$ cat config.mk
export PLATFORM = sky130hd
export DESIGN_NAME = nbit_xor_descrambler
export DESIGN_NICKNAME = d
export VERILOG_FILES = /design/src/rtl/nbit_alu_pkg.sv /design/src/rtl/nbit_lfsr_step.sv /design/src/rtl/nbit_xor_descrambler.sv
export SDC_FILE = /design/constraint.sdc
export NUM_CORES = 1
export LEC_CHECK = 0
export CAP_MARGIN = 0
export CORE_MARGIN = 2
export CORE_UTILIZATION = 47
export DETAILED_ROUTE_END_ITERATION = 7
export PLACE_DENSITY = 0.86
export RECOVER_POWER = 25
export SYNTH_ARGS = -nofsm -noshare
export SYNTH_HDL_FRONTEND = slang
export SYNTH_SLANG_ARGS = --single-unit
$ cat constraint.sdc
create_clock -name clk -period 7.87 [get_ports clk]
set_clock_uncertainty 0.05 [all_clocks]
set_input_delay 0.787 -clock clk [delete_from_list [all_inputs] [get_ports clk]]
set_output_delay 0.787 -clock clk [all_outputs]
set_load 0.01 [all_outputs]
$ cat src/rtl/nbit_alu_pkg.sv
// rtl/nbit_alu_pkg.sv - shared defaults and state type for the ALU descrambler slice
package nbit_alu_pkg;

  localparam int          DEF_WIDTH  = 32;
  localparam int          DEF_LFSR_W = 32;
  localparam logic [31:0] DEF_POLY   = 32'h8020_0003;
  localparam logic [31:0] DEF_SEED   = 32'h0000_0001;

  typedef enum logic {
    SYNC = 1'b0,
    RUN  = 1'b1
  } desc_state_e;

endpackage

$ cat src/rtl/nbit_lfsr_step.sv
// rtl/nbit_lfsr_step.sv - combinational multi-step Fibonacci LFSR with keystream taps
module nbit_lfsr_step #(
  parameter int                LFSR_W = 32,
  parameter logic [LFSR_W-1:0] POLY   = 32'h8020_0003,
  parameter int                STEPS  = 32
) (
  input  logic [LFSR_W-1:0] state,
  output logic [LFSR_W-1:0] next_state,
  output logic [STEPS-1:0]  ks
);

  logic [LFSR_W-1:0] s;
  logic              fb;

  // Keystream bit i is the MSB before step i, so ks[0] comes from the incoming state.
  always_comb begin
    s  = state;
    fb = 1'b0;
    ks = '0;
    for (int i = 0; i < STEPS; i++) begin
      ks[i] = s[LFSR_W-1];
      fb    = ^(s & POLY);
      s     = {s[LFSR_W-2:0], fb};
    end
    next_state = s;
  end

endmodule

$ cat src/rtl/nbit_xor_descrambler.sv
// rtl/nbit_xor_descrambler.sv - additive XOR descrambler with one-deep output register
module nbit_xor_descrambler
  import nbit_alu_pkg::*;
#(
  parameter int                WIDTH  = DEF_WIDTH,
  parameter int                LFSR_W = DEF_LFSR_W,
  parameter logic [LFSR_W-1:0] POLY   = DEF_POLY,
  parameter logic [LFSR_W-1:0] SEED   = DEF_SEED
) (
  input  logic              clk,
  input  logic              rst_n,
  input  logic              load_seed,
  input  logic [LFSR_W-1:0] seed_in,
  input  logic              in_valid,
  output logic              in_ready,
  input  logic [WIDTH-1:0]  in_data,
  output logic              out_valid,
  input  logic              out_ready,
  output logic [WIDTH-1:0]  out_data,
  output logic              synced,
  output logic [15:0]       word_cnt
);

  desc_state_e       state_q, state_d;
  logic [LFSR_W-1:0] lfsr_q;
  logic [LFSR_W-1:0] lfsr_adv;
  logic [WIDTH-1:0]  ks;
  logic [LFSR_W-1:0] seed_eff;
  logic              out_valid_q;
  logic [WIDTH-1:0]  out_data_q;
  logic [15:0]       word_cnt_q;
  logic              accept;

  nbit_lfsr_step #(
    .LFSR_W (LFSR_W),
    .POLY   (POLY),
    .STEPS  (WIDTH)
  ) u_step (
    .state      (lfsr_q),
    .next_state (lfsr_adv),
    .ks         (ks)
  );

  // A zero seed would lock the LFSR at zero forever.
  assign seed_eff = (seed_in == '0) ? SEED : seed_in;

  always_ff @(posedge clk or negedge rst_n) begin
    if (!rst_n) state_q <= SYNC;
    else        state_q <= state_d;
  end

  // Reseed cycles block acceptance so no word sees a stale keystream.
  always_comb begin
    state_d  = state_q;
    in_ready = 1'b0;
    case (state_q)
      SYNC: begin
        if (load_seed) state_d = RUN;
      end
      RUN: begin
        in_ready = !load_seed && (!out_valid_q || out_ready);
      end
      default: state_d = SYNC;
    endcase
  end

  assign accept = in_valid && in_ready;

  always_ff @(posedge clk or negedge rst_n) begin
    if (!rst_n) begin
      lfsr_q      <= SEED;
      out_valid_q <= 1'b0;
      out_data_q  <= '0;
      word_cnt_q  <= '0;
    end else begin
      if (load_seed) begin
        lfsr_q     <= seed_eff;
        word_cnt_q <= '0;
      end else if (accept) begin
        lfsr_q     <= lfsr_adv;
        word_cnt_q <= word_cnt_q + 16'd1;
      end
      if (accept) begin
        out_data_q  <= in_data ^ ks;
        out_valid_q <= 1'b1;
      end else if (out_ready) begin
        out_valid_q <= 1'b0;
      end
    end
  end

  assign out_valid = out_valid_q;
  assign out_data  = out_data_q;
  assign word_cnt  = word_cnt_q;
  assign synced    = (state_q == RUN);

endmodule

==> run_summary.xml <==
<?xml version="1.0" encoding="UTF-8"?>
<metrics>
  <group name="outcome">
    <metric name="result_of_the_run" unit="">finished with violations</metric>
    <metric name="violated_checks" unit="">max-capacitance violations, max-slew violations</metric>
  </group>
  <group name="global_routing">
    <metric name="grt_util_all_layers" unit="">0.224</metric>
    <metric name="overflow" unit="">0</metric>
    <metric name="use_met1" unit="">0.279</metric>
    <metric name="largest_net_degree_at_the_start_of_global_routing" unit="">83</metric>
    <metric name="grt_busiest_layer" unit="">met2</metric>
    <metric name="via_count_of_the_first_global_routing_pass" unit="">4028</metric>
    <metric name="grt_antenna_before_repair" unit="">0</metric>
    <metric name="grt_pass1_wl" unit="um">20100</metric>
    <metric name="gr-usage-met2" unit="">0.387</metric>
    <metric name="use_met3" unit="">0.0448</metric>
  </group>
  <group name="logic_synthesis">
    <metric name="syn_nets" unit="">578</metric>
    <metric name="ys_ff_latch" unit="">82</metric>
    <metric name="syn_avg_cell_area" unit="sq um">9.99</metric>
    <metric name="synth-warning-count" unit="">0</metric>
    <metric name="synthFlopType" unit="">sky130_fd_sc_hd__dfrtp_1</metric>
    <metric name="netlist_area" unit="sq mm">0.00507</metric>
    <metric name="async_flop_share" unit="">1.00</metric>
    <metric name="synth_cell_types" unit="">43</metric>
    <metric name="synthCells" unit="">508</metric>
    <metric name="number_of_flops_mapped_to_enable_cells_by_yosys" unit="">0</metric>
    <metric name="synth_sequential_area_ratio" unit="">0.405</metric>
  </group>
  <group name="setup_path">
    <metric name="cp.buffers_inverters" unit="">3</metric>
    <metric name="worst-setup-path-type" unit="">in2reg</metric>
    <metric name="reg2reg_setup_slack" unit="ns">4.33</metric>
    <metric name="slowest_stage" unit="">sky130_fd_sc_hd__clkbuf_1</metric>
    <metric name="cp-end-kind" unit="">register</metric>
    <metric name="cp_slowest_stage_delay" unit="ns">1.87</metric>
    <metric name="path_cells" unit="">buf_2 -&gt; clkbuf_1 -&gt; nor3b_1 -&gt; nand2_2 -&gt; buf_4 -&gt; nor2_1 -&gt; nand3_1 -&gt; xor2_1 -&gt; nor2_1</metric>
    <metric name="cp_most_frequent_cell" unit="">sky130_fd_sc_hd__nor2_1</metric>
    <metric name="cpLargestDelayFamily" unit="">buffers and inverters</metric>
    <metric name="crit_required" unit="ns">7.97</metric>
    <metric name="worstPathMaxFanout" unit="">80</metric>
    <metric name="cp_data_arrival_time" unit="ns">4.82</metric>
    <metric name="start_kind" unit="">input pin</metric>
  </group>
  <group name="final_layout">
    <metric name="antenna_cells_inserted" unit="">0</metric>
    <metric name="layout.area.seq" unit="sq mm">0.00205</metric>
    <metric name="leading_cell_types_in_the_layout_fill_and_taps_excluded" unit="">sky130_fd_sc_hd__clkdlybuf4s50_1, sky130_fd_sc_hd__xnor2_1, sky130_fd_sc_hd__dfrtp_1</metric>
    <metric name="share_of_final_layout_standard_cells_stronger_than_drive_strength_1" unit="">0.0618</metric>
    <metric name="fill_cells" unit="">884</metric>
    <metric name="flow.area_growth_from_synthesis" unit="%">28.8</metric>
    <metric name="layout.cells.most_common" unit="">sky130_fd_sc_hd__clkdlybuf4s50_1</metric>
    <metric name="final_net_count" unit="">680</metric>
    <metric name="multi_input_comb_area" unit="sq mm">0.00286</metric>
  </group>
  <group name="route">
    <metric name="num_vias" unit="">3887</metric>
    <metric name="drc" unit="">0</metric>
    <metric name="vias_per_cell" unit="">5.18</metric>
    <metric name="drt.antenna.violating_nets" unit="">0</metric>
    <metric name="detail_route.wl_per_cell" unit="um">16.3</metric>
    <metric name="detail_route.iter0.violations" unit="">164</metric>
    <metric name="routed_wire_length" unit="um">12300</metric>
    <metric name="first_pass_iters" unit="">4</metric>
  </group>
  <group name="placement">
    <metric name="dp.final_hpwl" unit="um">9170</metric>
    <metric name="gp_congestion" unit="">0.903</metric>
    <metric name="io_buf_count" unit="">119</metric>
  </group>
  <group name="sta">
    <metric name="timing_max_transition_violations_final" unit="">152</metric>
    <metric name="finalCritPeriodShare" unit="">0.600</metric>
    <metric name="worst_slew_margin_rel" unit="">-1.91</metric>
    <metric name="max_slew.worst_pin.slew" unit="ns">4.37</metric>
    <metric name="rsz0062_at_grt" unit="">false</metric>
    <metric name="fin_setup_tns" unit="ns">0</metric>
    <metric name="finalSetupViolCount" unit="">0</metric>
    <metric name="timing.fmax" unit="MHz">212</metric>
    <metric name="finalCriticalPeriod" unit="ns">4.72</metric>
    <metric name="report.final.hold_viol_count" unit="">0</metric>
    <metric name="smallest_hold_slack" unit="ns">0.434</metric>
  </group>
  <group name="flow_run">
    <metric name="drv_cap" unit="">2</metric>
  </group>
  <group name="min_path">
    <metric name="type_of_the_tightest_min_delay_check" unit="">reg2reg</metric>
  </group>
  <group name="floorplanning">
    <metric name="die_height" unit="um">108</metric>
    <metric name="floorplan.die_area" unit="sq mm">0.0116</metric>
    <metric name="initial_utilization" unit="">0.487</metric>
    <metric name="std_cell_rows" unit="">37</metric>
    <metric name="io_pins" unit="">120</metric>
    <metric name="die_w" unit="um">108</metric>
    <metric name="core_region_area" unit="sq mm">0.0104</metric>
  </group>
  <group name="clocking">
    <metric name="cts_hold_repair.buffers" unit="">0</metric>
    <metric name="clk_pin_slew" unit="ns">0.08</metric>
    <metric name="cts_setup_buffers" unit="">0</metric>
    <metric name="cts.sink_count" unit="">82</metric>
    <metric name="tritoncts_clock_tree" unit="">built</metric>
    <metric name="clk_root_buffer_cell" unit="">sky130_fd_sc_hd__clkbuf_8</metric>
    <metric name="clkLatencyLatePin" unit="ns">0.37</metric>
    <metric name="htree_num_levels" unit="">3</metric>
    <metric name="cts_buffers" unit="">9</metric>
    <metric name="cts-root-to-sink-buffers" unit="">2</metric>
    <metric name="cts-resized-gates" unit="">0</metric>
  </group>
</metrics>
## worst paths after layout
kind                              start      endpoint  depth (start not counted)
setup reg to reg              lfsr_q[1]     lfsr_q[0]                          8
min in group asynchronous         rst_n  out_data[16]                          1
setup / recovery              load_seed  word_cnt[13]                          9
hold / removal             out_data[13]  out_data[13]                          2
hold reg to reg            out_data[13]  out_data[13]                          2
max in group asynchronous         rst_n  out_data[29]                          1
## sequential cells by signal (all words and copies together), names as in the netlist
register   count
word_cnt      16
synced         1
lfsr_q        32
out_valid      1
out_data      32
## cells in the mapped netlist (4+ instances only)
library cell / n / area (sq um)
sky130_fd_sc_hd__xnor2_2: 4 / 65.1
sky130_fd_sc_hd__dfrtp_1: 81 / 2030
sky130_fd_sc_hd__nand3_1: 7 / 35.0
sky130_fd_sc_hd__buf_1: 4 / 15.0
sky130_fd_sc_hd__nor2_1: 32 / 120
sky130_fd_sc_hd__inv_1: 7 / 26.3
sky130_fd_sc_hd__nand4_1: 5 / 31.3
sky130_fd_sc_hd__nor4_1: 8 / 50.1
sky130_fd_sc_hd__mux2i_1: 5 / 50.1
sky130_fd_sc_hd__clkbuf_1: 21 / 78.8
sky130_fd_sc_hd__o21ai_0: 61 / 305
sky130_fd_sc_hd__a21oi_1: 20 / 100
sky130_fd_sc_hd__or3_1: 6 / 37.5
sky130_fd_sc_hd__nor3_1: 9 / 45.0
sky130_fd_sc_hd__xnor3_1: 6 / 135
sky130_fd_sc_hd__xnor2_1: 93 / 815
sky130_fd_sc_hd__xor2_1: 30 / 263
sky130_fd_sc_hd__nand2_1: 67 / 251
## worst min-delay path: stages, from the launching register on
cell and delay, ns:
sky130_fd_sc_hd__dfrtp_1 0.35, sky130_fd_sc_hd__nand2_1 0.04, sky130_fd_sc_hd__o21ai_0 0.06
## final cells by class
cell class	count	share of cell area
clock buffers	12	0.0207
well taps	136	0.0260
clock inverters	4	0.0151
inverters	7	0.00402
flip-flops and latches	82	0.314
repair buffers	121	0.182
multi-input cells	389	0.438
## kinds of logic (layout without fill, tap and decap cells)
| family | count (synthesis) | after routing | synth area share |
|---|---|---|---|
| xor+xnor | 148 | 148 | 0.328 |
| simple gates | 143 | 143 | 0.124 |
| compound gates | 90 | 90 | 0.0952 |
| flops | 82 | 82 | 0.405 |
| buf+inv | 37 | 144 | 0.0316 |
| mux | 7 | 7 | 0.0143 |
| fa+ha+maj | 1 | 1 | 0.00247 |
## through the flow
stage / cell area, sq um / std cells / setup slack (ns) / utilization
6_report: 6540 / 751 / 3.15 / 0.628
5_1_grt: 6540 / 751 / 2.50 / 0.628
4_1_cts: 6550 / 751 / 4.33 / 0.628
3_5_place_dp: 6310 / 735 / 4.13 / 0.606
3_3_place_gp: 6310 / 735 / 4.32 / 0.606
2_1_floorplan: 5070 / 508 / 4.59 / -
## layer usage
| layer | vias up | wire [um] | share of wire |
|---|---|---|---|
| met5 | - | 0 | 0 |
| met4 | 0 | 243 | 0.020 |
| met3 | 19 | 748 | 0.061 |
| met2 | 111 | 6010 | 0.49 |
| met1 | 1861 | 5250 | 0.43 |
| li1 | 1896 | - | - |
Power is not shown: default switching activity piles up to over one toggle a cycle in this logic, so the estimate is an artifact.
